==> src/rtl/gpu_rect_filler_pkg.sv <==
// Shared definitions for the rectangle-fill front end: GPU register map,
// ENABLE bit layout, FSM encoding and the clipping helper.
package gpu_rect_filler_pkg;

    localparam logic [7:0] REG_X_POS  = 8'd0;
    localparam logic [7:0] REG_Y_POS  = 8'd1;
    localparam logic [7:0] REG_PIXEL  = 8'd2;
    localparam logic [7:0] REG_LEN    = 8'd3;
    localparam logic [7:0] REG_ENABLE = 8'd4;
    localparam logic [7:0] REG_BUSY   = 8'd7;

    localparam int EN_START       = 0;
    localparam int EN_BUFFER_MODE = 1;

    // START set, BUFFER_MODE clear: solid-colour fill of the current row.
    localparam logic [31:0] EN_SOLID_START = 32'(1) << EN_START;

    typedef enum logic [3:0] {
        S_IDLE,
        S_WR_X,
        S_WR_PIX,
        S_WR_LEN,
        S_WR_Y,
        S_WR_EN,
        S_WAIT_HI,
        S_WAIT_LO,
        S_WR_DIS,
        S_SETTLE,
        S_NEXT,
        S_ABORT,
        S_DONE
    } state_t;

    // min(len, limit - pos); only meaningful when pos < limit.
    function automatic logic [16:0] clip_len(input logic [16:0] pos,
                                             input logic [16:0] len,
                                             input logic [16:0] limit);
        logic [16:0] room;
        room = limit - pos;
        return (len > room) ? room : len;
    endfunction

endpackage

==> src/rtl/gpu_reg_writer.sv <==
// Registered single-cycle write strobe into the GPU register file:
// byte enables are 4'hF only in the cycle following a write request.
module gpu_reg_writer
    import gpu_rect_filler_pkg::*;
(
    input  logic        clk,
    input  logic        rstn,
    input  logic        wr_en,
    input  logic [7:0]  wr_addr,
    input  logic [31:0] wr_data,
    output logic [7:0]  gpu_addr_in,
    output logic [3:0]  gpu_size_decode,
    output logic [31:0] gpu_data_in
);

    always_ff @(posedge clk or negedge rstn) begin
        if (!rstn) begin
            gpu_addr_in     <= REG_X_POS;
            gpu_size_decode <= 4'h0;
            gpu_data_in     <= '0;
        end else begin
            // NOTE: non-blocking assignments keep every flop sampling pre-edge values, so ordering between blocks cannot race.
            gpu_size_decode <= wr_en ? 4'hF : 4'h0;
            if (wr_en) begin
                gpu_addr_in <= wr_addr;
                gpu_data_in <= wr_data;
            end
        end
    end

endmodule

==> src/rtl/gpu_rect_filler.sv <==
// Breaks one solid-colour rectangle command into per-row GPU fill jobs,
// handshaking each row through the GPU ENABLE/BUSY registers.
module gpu_rect_filler
    import gpu_rect_filler_pkg::*;
#(
    parameter int H_DISP        = 1024,
    parameter int V_DISP        = 600,
    parameter int SETTLE_CYCLES = 8,
    parameter int RISE_TIMEOUT  = 1024
) (
    input  logic        clk,
    input  logic        rstn,
    input  logic        cmd_valid,
    input  logic [15:0] cmd_x,
    input  logic [15:0] cmd_y,
    input  logic [15:0] cmd_w,
    input  logic [15:0] cmd_h,
    input  logic [23:0] cmd_rgb,
    output logic        cmd_busy,
    output logic        cmd_done,
    output logic        cmd_err,
    output logic [7:0]  gpu_addr_in,
    output logic [3:0]  gpu_size_decode,
    output logic [31:0] gpu_data_in,
    output logic [7:0]  gpu_addr_out,
    input  logic [31:0] gpu_data_out
);

    localparam logic [16:0] H_LIM = 17'(H_DISP);
    localparam logic [16:0] V_LIM = 17'(V_DISP);

    state_t      state_q, state_d;
    logic [15:0] x_q, weff_q, row_q, row_d, row_last_q, cnt_q, cnt_d;
    logic [23:0] rgb_q;
    logic        busy_q, busy_d, done_q, done_d, err_q, err_d, abort_q, abort_d;
    logic        wr_en;
    logic [7:0]  wr_addr;
    logic [31:0] wr_data;
    logic        accept, degenerate, busy_bit;
    logic [16:0] weff_c, heff_c;
    logic        unused_read_bits;

    assign busy_bit         = gpu_data_out[0];
    assign unused_read_bits = ^gpu_data_out[31:1];
    assign accept           = (state_q == S_IDLE) && cmd_valid;

    assign degenerate = ({1'b0, cmd_x} >= H_LIM) || ({1'b0, cmd_y} >= V_LIM) ||
                        (cmd_w == 16'd0) || (cmd_h == 16'd0);
    assign weff_c = clip_len({1'b0, cmd_x}, {1'b0, cmd_w}, H_LIM);
    assign heff_c = clip_len({1'b0, cmd_y}, {1'b0, cmd_h}, V_LIM);

    always_ff @(posedge clk or negedge rstn) begin
        if (!rstn) begin
            state_q    <= S_IDLE;
            cnt_q      <= '0;
            row_q      <= '0;
            row_last_q <= '0;
            x_q        <= '0;
            weff_q     <= '0;
            rgb_q      <= '0;
            busy_q     <= 1'b0;
            done_q     <= 1'b0;
            err_q      <= 1'b0;
            abort_q    <= 1'b0;
        end else begin
            state_q <= state_d;
            cnt_q   <= cnt_d;
            busy_q  <= busy_d;
            done_q  <= done_d;
            err_q   <= err_d;
            abort_q <= abort_d;
            if (accept) begin
                x_q        <= cmd_x;
                rgb_q      <= cmd_rgb;
                weff_q     <= 16'(weff_c);
                row_q      <= cmd_y;
                row_last_q <= 16'({1'b0, cmd_y} + heff_c - 17'd1);
            end else begin
                row_q <= row_d;
            end
        end
    end

    always_comb begin
        // NOTE: every output of this block gets a default first, so no path can leave one unassigned and infer a latch.
        state_d = state_q;
        cnt_d   = cnt_q;
        row_d   = row_q;
        busy_d  = busy_q;
        done_d  = 1'b0;
        err_d   = 1'b0;
        abort_d = abort_q;
        wr_en   = 1'b0;
        wr_addr = REG_X_POS;
        wr_data = '0;
        unique case (state_q)
            S_IDLE: if (cmd_valid) begin
                busy_d  = 1'b1;
                abort_d = 1'b0;
                state_d = degenerate ? S_DONE : S_WR_X;
            end
            S_WR_X:   begin wr_en = 1'b1; wr_addr = REG_X_POS; wr_data = {16'h0, x_q};    state_d = S_WR_PIX; end
            S_WR_PIX: begin wr_en = 1'b1; wr_addr = REG_PIXEL; wr_data = {8'h0, rgb_q};   state_d = S_WR_LEN; end
            S_WR_LEN: begin wr_en = 1'b1; wr_addr = REG_LEN;   wr_data = {16'h0, weff_q}; state_d = S_WR_Y;   end
            S_WR_Y:   begin wr_en = 1'b1; wr_addr = REG_Y_POS; wr_data = {16'h0, row_q};  state_d = S_WR_EN;  end
            S_WR_EN: begin
                wr_en   = 1'b1;
                wr_addr = REG_ENABLE;
                wr_data = EN_SOLID_START;
                cnt_d   = '0;
                state_d = S_WAIT_HI;
            end
            // The first two read samples predate the ENABLE write and are stale.
            S_WAIT_HI: begin
                if (cnt_q >= 16'd2 && busy_bit)            state_d = S_WAIT_LO;
                else if (cnt_q == 16'(RISE_TIMEOUT - 1))   state_d = S_ABORT;
                else                                       cnt_d   = cnt_q + 16'd1;
            end
            S_WAIT_LO: if (!busy_bit) state_d = S_WR_DIS;
            S_WR_DIS: begin
                wr_en   = 1'b1;
                wr_addr = REG_ENABLE;
                cnt_d   = '0;
                state_d = S_SETTLE;
            end
            S_SETTLE: begin
                if (cnt_q == 16'(SETTLE_CYCLES - 1)) state_d = S_NEXT;
                else                                 cnt_d   = cnt_q + 16'd1;
            end
            S_NEXT: begin
                if (row_q == row_last_q) begin
                    state_d = S_DONE;
                end else begin
                    row_d   = row_q + 16'd1;
                    state_d = S_WR_Y;
                end
            end
            S_ABORT: begin
                wr_en   = 1'b1;
                wr_addr = REG_ENABLE;
                abort_d = 1'b1;
                state_d = S_DONE;
            end
            S_DONE: begin
                done_d  = 1'b1;
                err_d   = abort_q;
                busy_d  = 1'b0;
                state_d = S_IDLE;
            end
            default: state_d = S_IDLE;
        endcase
    end

    gpu_reg_writer u_writer (
        .clk             (clk),
        .rstn            (rstn),
        .wr_en           (wr_en),
        .wr_addr         (wr_addr),
        .wr_data         (wr_data),
        .gpu_addr_in     (gpu_addr_in),
        .gpu_size_decode (gpu_size_decode),
        .gpu_data_in     (gpu_data_in)
    );

    assign cmd_busy     = busy_q;
    assign cmd_done     = done_q;
    assign cmd_err      = err_q;
    assign gpu_addr_out = REG_BUSY;

endmodule

==> config.mk <==
export PLATFORM = sky130hd
export DESIGN_NAME = gpu_rect_filler
export DESIGN_NICKNAME = d
export VERILOG_FILES = /design/src/rtl/gpu_rect_filler_pkg.sv /design/src/rtl/gpu_reg_writer.sv /design/src/rtl/gpu_rect_filler.sv
export SDC_FILE = /design/constraint.sdc
export NUM_CORES = 1
export LEC_CHECK = 0
export BUFFER_PORTS_ARGS = -buffer_cell sky130_fd_sc_hd__buf_2
export CAP_MARGIN = 20
export CORE_ASPECT_RATIO = 0.7
export CORE_MARGIN = 4
export CORE_UTILIZATION = 55
export CTS_BUF_LIST = sky130_fd_sc_hd__clkbuf_16
export CTS_CLUSTER_DIAMETER = 80
export DETAILED_ROUTE_END_ITERATION = 8
export GPL_TIMING_DRIVEN = 0
export PLACE_DENSITY_LB_ADDON = 0.08
export SYNTH_ARGS = -nofsm -noshare
export SYNTH_HDL_FRONTEND = slang
export SYNTH_SLANG_ARGS = --single-unit
==> constraint.sdc <==
create_clock -name clk -period 2.6 [get_ports clk]
set_input_delay 0.52 -clock clk [delete_from_list [all_inputs] [get_ports clk]]
set_output_delay 0.52 -clock clk [all_outputs]
set_load 0.05 [all_outputs]
# Word-level counts from Yosys, hierarchy flattened
# Index checks and enable logic that the tools add are counted.
# op_classes
addsub,6
magnitude_cmp,5
n_eq_ne,23
muxes,27
reduce_logical,20
# op_table
op,count
two-way mux 16 bit,8
case mux 24 bit (5 select lines),1
case mux 16 bit (3 select lines),1
case mux 4 bit (12 select lines),1
greater-than comparator 16 x 17 -> 1 bit,2
adder 16 x 1 -> 16 bit (second input constant),2
logical NOT 16 bit,2
two-way mux 4 bit,8
== test 4 bit (second input constant),5
subtractor 10 x 16 -> 17 bit (first input constant),1
subtractor 11 x 16 -> 17 bit (first input constant),1
adder 16 bit,1
== test 16 x 10 -> 1 bit (second input constant),1
== test 16 bit,1
== test 16 x 3 -> 1 bit (second input constant),1
== test 4 x 3 -> 1 bit (second input constant),4
>= comparator 16 x 10 -> 1 bit (second input constant),1
>= comparator 16 x 11 -> 1 bit (second input constant),1
>= comparator 16 x 2 -> 1 bit (second input constant),1
subtractor 16 x 1 -> 16 bit (second input constant),1
!= test 2 bit (second input constant),7
case mux 3 bit (4 select lines),1
== test 4 x 2 -> 1 bit (second input constant),2
AND reduction 4 bit,2
13 further kinds,25
# word_totals
regBits,156
input_bits,123
output_inout_bits,55
word_cells,95

# Depth between registers and ports, before layout
# Gate-level depths: netlist of the first run.
# depth
word_depth,7
mapped_depth,29
mapped_depth_nobuf,27

# Cells and area by module
# Synthesis of the first run repeated with hierarchy kept, for this count alone.
# hier_totals
cells_unflattened,1084
area_unflattened_um2,9709.3
# modules_own_cells
mod,instances,cells_per_inst,area_each_um2,seq_area_each_um2
gpu_rect_filler,1,996,8165.3,2802.7
gpu_reg_writer,1,88,1544.0,1026.0

# Worst setup path before layout of the first run
# OpenSTA, ideal clock, no wires.
# synth_path
path_type,input to register
from,input port cmd_y[1]
to,register row_last_q[15]
setup_time_ps,129
arrival_time_ps,5551
t_required_ps,2471
slack_ps,-3080
cell_stages,25
n_path_buf,2
cell_sequence,o311ai_0 o22ai_1 nor4_1 xnor2_1 inv_1 ha_1 o21a_1 a221o_1 o21ai_0 a21o_1 clkbuf_1 clkbuf_1 a21oi_1 ha_1 inv_1 ha_1 fa_1 a211oi_1 o21ai_0 a221oi_1 nand2_1 nand2_1 o21ai_0 xnor2_1 o21ai_1
# synth_between
elab_chain_len,5
# synth_lines
item,line_no,text
from (decl),gpu_rect_filler.sv:15,"input logic [15:0] cmd_y,"
subtractor 10 x 16 -> 17 bit,gpu_rect_filler_pkg.sv:39,room = limit - pos;
greater-than comparator 16 x 17 -> 1 bit,gpu_rect_filler_pkg.sv:40,return (len > room) ? room : len;
two-way mux 16 bit,gpu_rect_filler_pkg.sv:40,
adder 16 bit *,gpu_rect_filler.sv:77,"row_last_q <= 16'({1'b0, cmd_y} + heff_c - 17'd1);"
subtractor 16 x 1 -> 16 bit *,gpu_rect_filler.sv:77,
to (signal assigned),gpu_rect_filler.sv:77,
to (decl),gpu_rect_filler.sv:33,"logic [15:0] x_q, weff_q, row_q, row_d, row_last_q, cnt_q, cnt_d;"
# Mark *: on every way between the ends. The rest lies on a longest branch, timed or not.
# A chain may end at the register's enable or synchronous reset.

# Worst setup path after layout of the first run
# layout_path
from,input port cmd_y[0]
to,register row_last_q[15]
# The elaborated chain is that of the path after synthesis.

==> flow_summary.json, run 1 <==
{
  "status": "finished, violations left",
  "violations": "hold timing, setup timing",
  "cts_hold_buf": 0,
  "grt_max_degree": 100,
  "vias_per_cell": 5.75,
  "cp_max_fo": 10,
  "ys.flop_type": "dfrtp_1",
  "seq_area_sq_mm": 0.00350,
  "std_cell_rows": 39,
  "synth-warning-count": 0,
  "synth.area.top_cells": "dfrtp_1 (38%), nand2_1 (9.2%), ha_1 (8.9%), xnor2_1 (4.1%), o21ai_0 (3.7%)",
  "clock_latency_ns": 0.43,
  "synth_common_cells": "nand2_1 (226), dfrtp_1 (140), inv_1 (75)",
  "path_class": "in -> reg",
  "crit_arrival_ns": 5.31,
  "maxCapViolations": 0,
  "vias": 8838,
  "fmax_ghz": 0.200,
  "diodes": 0,
  "synth_edf_count": 0,
  "core_sq_mm": 0.0164,
  "multiInputGateArea_sq_mm": 0.00576,
  "critPathLaunchType": "primary input",
  "setup_tns_ns": -39.94,
  "syn_area_per_cell_sq_um": 8.47,
  "slew_headroom": 0.471,
  "overflow": 0,
  "io_buffers": 124,
  "area_delta_synth_final_pct": 29.1,
  "finalMaxSlewViolations": 0,
  "yosysMostFrequentCell": "nand2_1",
  "p_leak_nw": 5.71,
  "end_kind": "register",
  "gp_congestion": 0.939,
  "ir_worst_vdd_uv": 616,
  "rsz0062_at_grt": "true",
  "ant_nets": 0,
  "drtIter0Drc": 964,
  "grt_pass1_vias": 8400,
  "tightest_slew_ns": 0.788,
  "hp-class": "in -> async",
  "yosysSeqAreaShare": 0.379,
  "timing.hold.ws_ns": -0.00327,
  "clock-sinks": 140,
  "synthArstFlopShare": 1.00,
  "grt_pass1_wl_um": 43400,
  "total_power_w": 0.0113,
  "dr.pass1.iters": 8,
  "synthCells": 1091,
  "grt_usage": 0.290,
  "fin_crit_sh": 1.93,
  "drc": 0,
  "cts_made_buffers": 17,
  "synth-seq-cells": 140,
  "finalWirelength_um": 27900,
  "finalHoldViolCount": 2,
  "antenna_found_initial": 0,
  "ys_types": 69,
  "synth_top_area_cell": "dfrtp_1",
  "cts.htree.levels": 4,
  "post-route-util": 0.728,
  "fin_skew_ns": 0.0109,
  "initial_utilization": 0.564,
  "routedWlPerCell_um": 18.1,
  "cts_root_buf": "clkbuf_16",
  "clk_pin_slew_ns": 0.07,
  "worst_path_max_delay_cell": "fa_2",
  "setup_viol_count_final": 32,
  "nets": 1490,
  "max_stage_delay_ns": 0.39,
  "setup_ws_ns": -2.41,
  "period_minus_slack_ns": 5.01,
  "drive_above_1_share": 0.269,
  "dpl.hpwl_um": 20000,
  "clockBufferDepth": 2,
  "synth_top_area_frac": 0.379,
  "p_per_area_mw_per_mm2": 943,
  "die_h_um": 116,
  "num-fill-cells": 1261,
  "syn_area_sq_mm": 0.00925,
  "critPathRequiredTime_ns": 2.89,
  "cts_tree": "built",
  "design.die.area_sq_mm": 0.0190,
  "io_pins": 178,
  "dieWidth_um": 163
}
-- timing repair --
action / in CTS / in global routing
setup buffers: 35 / 14
resized for setup: 89 / 41
pin swaps: 57 / 43
cloned: 1 / 0
setup endpoints to repair: 70 / 84
-- power breakdown --
part           switching (W)  internal, W
sequential          0.000726      0.00305
clock                0.00107      0.00126
combinational        0.00328      0.00187
-- worst max-delay path: cells and delay by family --
family	cells	cell delay, ns
AO/OA/AOI/OAI	11	2.14
XOR/XNOR	2	0.30
adder cells (fa/ha/maj)	4	1.01
buffers and inverters	4	0.49
AND/OR/NAND/NOR	5	0.83
-- final timing paths --
check	to	start	cells past startpoint	slack [ns]
max	row_last_q[15]$_DFFE_PN0P_	cmd_y[0]	26	-2.41
min	x_q[2]$_DFFE_PN0P_	rstn	1	-0.003
max reg2reg	row_q[13]$_DFFE_PN0P_	row_q[3]$_DFFE_PN0P_	7	0.11
min reg2reg	x_q[11]$_DFFE_PN0P_	x_q[11]$_DFFE_PN0P_	2	0.48
max in group asynchronous	state_q[0]$_DFFE_PN0P_	rstn	2	1.80
min in group clk	rgb_q[17]$_DFFE_PN0P_	cmd_rgb[17]	3	0.28
-- final cells by class --
type	instances	share of cell area
clock inverter	15	0.0107
timing repair buffer	173	0.0959
buffer	68	0.0340
multi-input combinational	824	0.483
inverter	76	0.0241
sequential	140	0.294
clock buffer	17	0.0356
tap	225	0.0236
-- layer usage --
metal  vias up  GRT usage  part of all wire
li1       4161          -                 -
met4         0     0.0732             0.014
met5         -          0                 0
met2       406      0.448              0.45
met1      4239      0.418              0.45
met3        32     0.0653             0.085
-- sequential cells by signal (all words and copies together) (netlist names), 4 cells and up --
name	count
cnt_q	16
rgb_q	24
row_last_q	16
row_q	16
state_q	4
u_writer.gpu_data_in	24
weff_q	16
x_q	16
-- stage by stage --
step                      instance area [sq um]  setup WS [ns]  std cells
after floorplan                            9550          -2.28       1110
after global placement                    10400          -3.08       1459
after detailed placement                  10500          -3.13       1460
after CTS                                 11700          -2.25       1526
after global routing                      11900          -2.62       1538
final                                     11900          -2.41       1538
-- layout by cell type (no fill, tap or decap), types with 8 or more instances in the layout --
cell / netlist / routed
a21oi_1: 38 / 28
a21oi_2: 1 / 10
a22o_1: 10 / 10
a22oi_1: 33 / 33
buf_2: 4 / 125
buf_4: 24 / 58
buf_6: 1 / 16
clkbuf_1: 34 / 28
clkbuf_16: 0 / 17
conb_1: 2 / 21
dfrtp_1: 140 / 140
ha_1: 66 / 57
ha_4: 0 / 8
inv_1: 75 / 68
mux2i_1: 13 / 10
nand2_1: 226 / 219
nand3_1: 29 / 27
nand4_1: 23 / 23
nor2_1: 62 / 55
nor3_1: 20 / 14
nor4_1: 18 / 13
o21a_1: 8 / 8
o21ai_0: 69 / 40
o21ai_1: 2 / 23
xnor2_1: 43 / 38
xor2_1: 30 / 29
-- kinds of logic after synthesis --
kind of cell             after synthesis  share of synthesized area
other                                  2                   0.000812
AND/OR/NAND/NOR                      422                      0.209
buffers and inverters                146                     0.0723
AO/OA/AOI/OAI                        219                      0.153
adder cells (fa/ha/maj)               67                     0.0915
flip-flops                           140                      0.379
XOR/XNOR                              73                     0.0692
multiplexers                          22                     0.0254
Power figures use the tool's default switching activity.
==> run 2: changes to the inputs <==
--- a/config.mk
+++ b/config.mk
@@ -14,7 +14,9 @@
 export CTS_CLUSTER_DIAMETER = 80
 export DETAILED_ROUTE_END_ITERATION = 8
 export GPL_TIMING_DRIVEN = 0
+export MAX_ROUTING_LAYER = met4
 export PLACE_DENSITY_LB_ADDON = 0.08
 export SYNTH_ARGS = -nofsm -noshare
 export SYNTH_HDL_FRONTEND = slang
 export SYNTH_SLANG_ARGS = --single-unit
+export TNS_END_PERCENT = 1
==> run 2 against run 1 <==
Against the previous run:
- the run ends with setup timing left
- fmax shrank 0.68%
- non-clock buffer count down 7
- utilization decreased by 0.94 points
- clock-buffer cell count unchanged
- worst hold slack better by 0.050 ns
==> flow_summary.json, run 2 (synthesized netlist as in run 1, its figures left out) <==
{
  "final_cell_mix": "nand2_1 (218), dfrtp_1 (140), buf_2 (125)",
  "worst_path_max_delay_cell": "fa_2",
  "hp-class": "in -> async",
  "drive_above_1_share": 0.263,
  "fin_skew_ns": 0.00966,
  "p_leak_nw": 5.66,
  "dr.pass1.iters": 6,
  "grt_pass1_vias": 8364,
  "path_class": "in -> reg",
  "diodes": 0,
  "internal_power_w": 0.00615,
  "clk_pin_slew_ns": 0.07,
  "vias": 8834,
  "overflow": 0,
  "cp_num_buf_inv": 5,
  "core_sq_mm": 0.0164,
  "routedWlPerCell_um": 19.0,
  "rsz0062_at_grt": "true",
  "grt_pass1_wl_um": 44800,
  "design.die.area_sq_mm": 0.0190,
  "startpoint": "cmd_y[0]",
  "period_minus_slack_ns": 5.05,
  "p_switching_w": 0.00503,
  "crit_family": "compound AO/OA/AOI/OAI gates",
  "final_cell_area_sq_mm": 0.0118,
  "total_power_w": 0.0112,
  "cts_root_buf": "clkbuf_16",
  "maxCapViolations": 0,
  "cts_tree": "built",
  "reg_top3": "rgb_q x24, u_writer.gpu_data_in x24",
  "max_stage_delay_ns": 0.41,
  "io_pins": 178,
  "cts.htree.levels": 4,
  "mostFrequentLayoutCell": "nand2_1",
  "post-route-util": 0.719,
  "end_kind": "register",
  "critPathLaunchType": "primary input",
  "ant_nets": 0,
  "r2r-start": "state_q[3]$_DFFE_PN0P_",
  "crit_arrival_ns": 5.33,
  "tightest_slew_ns": 0.827,
  "num-fill-cells": 1298,
  "grt_max_degree": 91,
  "grt_usage": 0.313,
  "power.share.sequential": 0.334,
  "fin_crit_sh": 1.94,
  "place_inst": 1460,
  "vias_per_cell": 5.77,
  "io_buffers": 124,
  "crit_cells": 30,
  "ir_worst_vdd_uv": 638,
  "clock_latency_ns": 0.42,
  "initial_utilization": 0.564,
  "r2r_end": "u_writer.gpu_data_in[8]$_DFFE_PN0P_",
  "endpoint": "row_last_q[9]$_DFFE_PN0P_",
  "ff2ff_setup_slack_ns": -0.09,
  "p_clk_frac": 0.206,
  "cp_max_fo": 8,
  "setup_ws_ns": -2.45,
  "combPwrFrac": 0.461,
  "gp_congestion": 0.963,
  "clock-sinks": 140,
  "dieWidth_um": 163,
  "setup_tns_ns": -42.70,
  "cts_made_buffers": 17,
  "cts_hold_buf": 0,
  "dpl_cell_area_sq_mm": 0.0104,
  "finalWirelength_um": 29100,
  "drc": 0,
  "slew_headroom": 0.449,
  "clockBufferDepth": 2,
  "dpl.hpwl_um": 21300,
  "fin_cells": 1531,
  "setup_viol_count_final": 41,
  "antenna_found_initial": 0,
  "violations": "setup timing",
  "fmax_ghz": 0.198,
  "finalMaxSlewViolations": 0,
  "reg2reg_depth": 9,
  "area_delta_synth_final_pct": 27.4,
  "status": "finished, violations left",
  "finalHoldViolCount": 0,
  "critPathRequiredTime_ns": 2.88,
  "p_per_area_mw_per_mm2": 949,
  "switching_share": 0.450,
  "std_cell_rows": 39,
  "drtIter0Drc": 833,
  "nets": 1483,
  "die_h_um": 116
}
run 2: changes by cell type in the layout (fill, tap and decap cells not counted), sizes merged:
cell	previous run	this run
buf	209	196
bufinv	0	1
clkbuf	49	55
clkinv	3	8
clkinvlp	3	4
inv	85	78
run 2: layer usage:
layer / wire [um] / track usage / vias up
met5: 0 / - / -
met4: 537 / 0.0693 / 0
met3: 2580 / 0.0811 / 46
met2: 12100 / 0.431 / 381
met1: 13800 / 0.466 / 4265
li1: - / - / 4142
run 2: what timing repair did:
action                                  in CTS  in global routing
buffers inserted                            31                  7
pin swaps                                   49                 39
hold endpoints to repair                     0                  0
endpoints found under the setup margin      75                 83
gates cloned                                 1                  0
gates resized for setup                     99                 40
run 2: through the flow:
stage          setup WS (ns)  hold slack (ns)
4_1_cts                -2.32           0.0648
3_3_place_gp           -3.50            0.457
6_report               -2.45           0.0464
5_1_grt                -2.61           0.0748
3_5_place_dp           -3.58            0.463
2_1_floorplan          -2.29            0.224
run 2: worst min-delay path by stage:
stage,slack [ns],cells past startpoint,endpoint
floorplan,0.22,0,abort_q$_DFFE_PN0P_
global placement,0.46,2,x_q[9]$_DFFE_PN0P_
detailed placement,0.46,2,x_q[8]$_DFFE_PN0P_
CTS,0.06,1,rgb_q[15]$_DFFE_PN0P_
global route,0.07,1,row_last_q[15]$_DFFE_PN0P_
finish,0.05,1,rgb_q[15]$_DFFE_PN0P_
run 2: final cells by class:
cell class	instances	area [sq um]	area share
multi-input combinational	824	5700	0.484
sequential	140	3500	0.297
timing repair buffer	164	1000	0.0852
buffer	70	438	0.0372
clock buffer	17	425	0.0361
inverter	76	298	0.0253
tap	225	282	0.0239
clock inverter	15	129	0.0109
run 2: worst register-to-register path, cell delays in order (launching register included):
cell and delay [ns]:
dfrtp_1 0.35, buf_2 0.17, inv_1 0.21, nand2_1 0.17, nor2_1 0.17, a21oi_1 0.06, o211ai_1 0.65, clkbuf_1 0.57
nand2_1 0.14, nand3_1 0.11
run 2: power by group through the flow:
stage | Clock [W] | Sequential (W) | Combinational, W
after floorplan | 0 | 0.00411 | 0.00288
after global placement | 0 | 0.00370 | 0.00462
after detailed placement | 0 | 0.00372 | 0.00470
after CTS | 0.00230 | 0.00370 | 0.00495
after global routing | 0.00241 | 0.00382 | 0.00563
final | 0.00230 | 0.00373 | 0.00515
==> run 3: changes to the inputs <==
--- a/config.mk
+++ b/config.mk
@@ -5,8 +5,9 @@
 export SDC_FILE = /design/constraint.sdc
 export NUM_CORES = 1
 export LEC_CHECK = 0
+export ABC_AREA = 1
 export BUFFER_PORTS_ARGS = -buffer_cell sky130_fd_sc_hd__buf_2
-export CAP_MARGIN = 20
+export CAP_MARGIN = 25
 export CORE_ASPECT_RATIO = 0.7
 export CORE_MARGIN = 4
 export CORE_UTILIZATION = 55
==> run 3 against run 2 <==
Against the previous run:
- the run still ends with setup timing left
- global-route usage grew 1.3 points
- worst setup slack gained 0.091 ns
- utilization grew 0.19 points
- worst hold slack gained 0.038 ns
- total power grew 4.1%
==> flow_summary.json, run 3 <==
{
  "synth_top_family_by_area": "simple AND/OR/NAND/NOR gates",
  "drtIter0Drc": 1178,
  "slew_headroom": 0.436,
  "ys_types": 45,
  "io_buffers": 125,
  "clock_latency_ns": 0.42,
  "status": "finished, violations left",
  "yosys.area_share.adder": 0.0900,
  "syn_area_sq_mm": 0.00940,
  "grt_usage": 0.327,
  "worst_path_max_delay_cell": "fa_2",
  "place_inst": 1627,
  "tightest_slew_ns": 0.846,
  "synth-seq-cells": 140,
  "ff2ff_setup_slack_ns": 0.09,
  "synth-warning-count": 0,
  "crit_arrival_ns": 5.24,
  "setup_viol_count_final": 35,
  "area_delta_synth_final_pct": 26.8,
  "design.die.area_sq_mm": 0.0193,
  "cts.htree.levels": 4,
  "cts_tree": "built",
  "core_sq_mm": 0.0165,
  "overflow": 0,
  "synth-simple-area-share": 0.263,
  "period_minus_slack_ns": 4.95,
  "end_kind": "register",
  "dieWidth_um": 164,
  "clock-sinks": 140,
  "grt_pass1_wl_um": 48100,
  "rsz0062_at_grt": "true",
  "ys.flop_type": "dfrtp_1",
  "synth_edf_count": 0,
  "cp_max_fo": 7,
  "p_per_area_mw_per_mm2": 976,
  "cts_hold_buf": 0,
  "fmax_ghz": 0.202,
  "routedWlPerCell_um": 18.1,
  "die_h_um": 117,
  "path_class": "in -> reg",
  "p_leak_nw": 6.16,
  "finalHoldViolCount": 0,
  "critPathRequiredTime_ns": 2.89,
  "vias_per_cell": 5.55,
  "cts_root_buf": "clkbuf_16",
  "dpl_cell_area_sq_mm": 0.0105,
  "syn_area_per_cell_sq_um": 7.48,
  "critPathLaunchType": "primary input",
  "finalWirelength_um": 31100,
  "hp-class": "in -> async",
  "std_cell_rows": 39,
  "finalMaxSlewViolations": 0,
  "synth_mux_area_frac": 0,
  "post-route-util": 0.721,
  "synthArstFlopShare": 1.00,
  "synth_top_area_frac": 0.373,
  "antenna_found_initial": 0,
  "maxCapViolations": 0,
  "dpl.hpwl_um": 22700,
  "initial_utilization": 0.568,
  "diodes": 0,
  "synth_common_cells": "nand2_1 (342), inv_1 (156), dfrtp_1 (140)",
  "max_stage_delay_ns": 0.38,
  "synth_top_area_cell": "dfrtp_1",
  "total_power_w": 0.0116,
  "grt_pass1_vias": 8776,
  "setup_ws_ns": -2.35,
  "mostFrequentLayoutCell": "nand2_1",
  "fin_crit_sh": 1.91,
  "ir_worst_vdd_uv": 643,
  "reg_top3": "rgb_q x24, u_writer.gpu_data_in x24",
  "violations": "setup timing",
  "yosysMostFrequentCell": "nand2_1",
  "nets": 1668,
  "drive_above_1_share": 0.233,
  "grt_max_degree": 74,
  "clk_pin_slew_ns": 0.06,
  "final_cell_mix": "nand2_1 (326), inv_1 (145), dfrtp_1 (140)",
  "path_common_cell": "nand2_1",
  "cts_made_buffers": 17,
  "synth_compound_area_frac": 0.115,
  "synth.area.top_cells": "dfrtp_1 (37%), nand2_1 (14%), ha_1 (8.8%), inv_1 (6.2%), nand3_1 (4.2%)",
  "fin_cells": 1716,
  "synthCells": 1257,
  "yosysSeqAreaShare": 0.373,
  "vias": 9532,
  "fin_skew_ns": 0.00850,
  "gp_congestion": 0.968,
  "final_cell_area_sq_mm": 0.0119,
  "io_pins": 178,
  "synth_xor_area_frac": 0.0578,
  "drc": 0,
  "dr.pass1.iters": 6,
  "clockBufferDepth": 2,
  "ant_nets": 0,
  "num-fill-cells": 1299
}
## run 3: cell count changes in the layout (fill, tap and decap cells not counted), sizes merged, moves of 18 or more
cell | before | now
buf | 196 | 214
a22oi | 33 | 1
nand2 | 226 | 346
inv | 78 | 168
xnor2 | 43 | 18
nand3 | 29 | 80
nor2 | 63 | 93
## run 3: logic make-up after synthesis
family	after synthesis
simple gates	581
compound gates	184
flops	140
other cells	2
fa+ha+maj	67
xor+xnor	62
buf+inv	221
## run 3: power breakdown
group	total (W)	internal [W]	switching (W)
logic	0.00538	0.00169	0.00369
clock network	0.00245	0.00143	0.00102
registers	0.00380	0.00310	0.000699
## run 3: repair_timing
action,in CTS,in global routing
setup buffers,47,10
pin swaps,37,41
resized for setup,59,45
setup endpoints to repair,42,51
## run 3: critical path: cells and delay by family
kind                       cells  cell delay, ns
AOI/OAI and AO/OA              7            0.98
xor gates and xnor gates       1            0.20
adders and majority gates      4            1.08
buffers and inverters          6            0.57
and+or+nand+nor               20            1.88
## run 3: path summary, 6_finish.rpt
kind                                                     start                                   to  cells past startpoint
max in group asynchronous                                 rstn               weff_q[11]$_DFFE_PN0P_                      2
max                                                   cmd_y[3]           row_last_q[13]$_DFFE_PN0P_                     38
min reg2reg                u_writer.gpu_addr_in[2]$_DFFE_PN0P_  u_writer.gpu_addr_in[2]$_DFFE_PN0P_                      2
min in group clk                                   cmd_rgb[21]                rgb_q[21]$_DFFE_PN0P_                      3
max reg2reg                             state_q[3]$_DFFE_PN0P_               weff_q[14]$_DFFE_PN0P_                      8
min                                                       rstn           row_last_q[13]$_DFFE_PN0P_                      1
## run 3: cell type report
type / count / area [sq um] / share of cell area
Sequential cell: 140 / 3500 / 0.294
Multi-Input combinational cell: 915 / 5430 / 0.456
Timing Repair Buffer: 183 / 1120 / 0.0942
Tap cell: 225 / 282 / 0.0236
Clock buffer: 17 / 425 / 0.0357
Buffer: 56 / 344 / 0.0289
Inverter: 165 / 644 / 0.0541
Clock inverter: 15 / 164 / 0.0138
## run 3: per-stage QoR
step	worst slack, ns	setup TNS (ns)	hold slack [ns]
after CTS	-2.12	-37.38	0.116
final	-2.35	-42.71	0.0848
after detailed placement	-3.44	-59.94	0.455
after floorplan	-2.10	-30.76	0.224
after global routing	-2.57	-49.62	0.138
after global placement	-3.37	-192.82	0.450
## run 3: layer usage
metal | global-route usage | vias up | part of all wire
li1 | - | 4529 | -
met2 | 0.430 | 549 | 0.40
met5 | - | - | 0
met1 | 0.509 | 4394 | 0.46
met3 | 0.0799 | 60 | 0.12
met4 | 0.0613 | 0 | 0.021
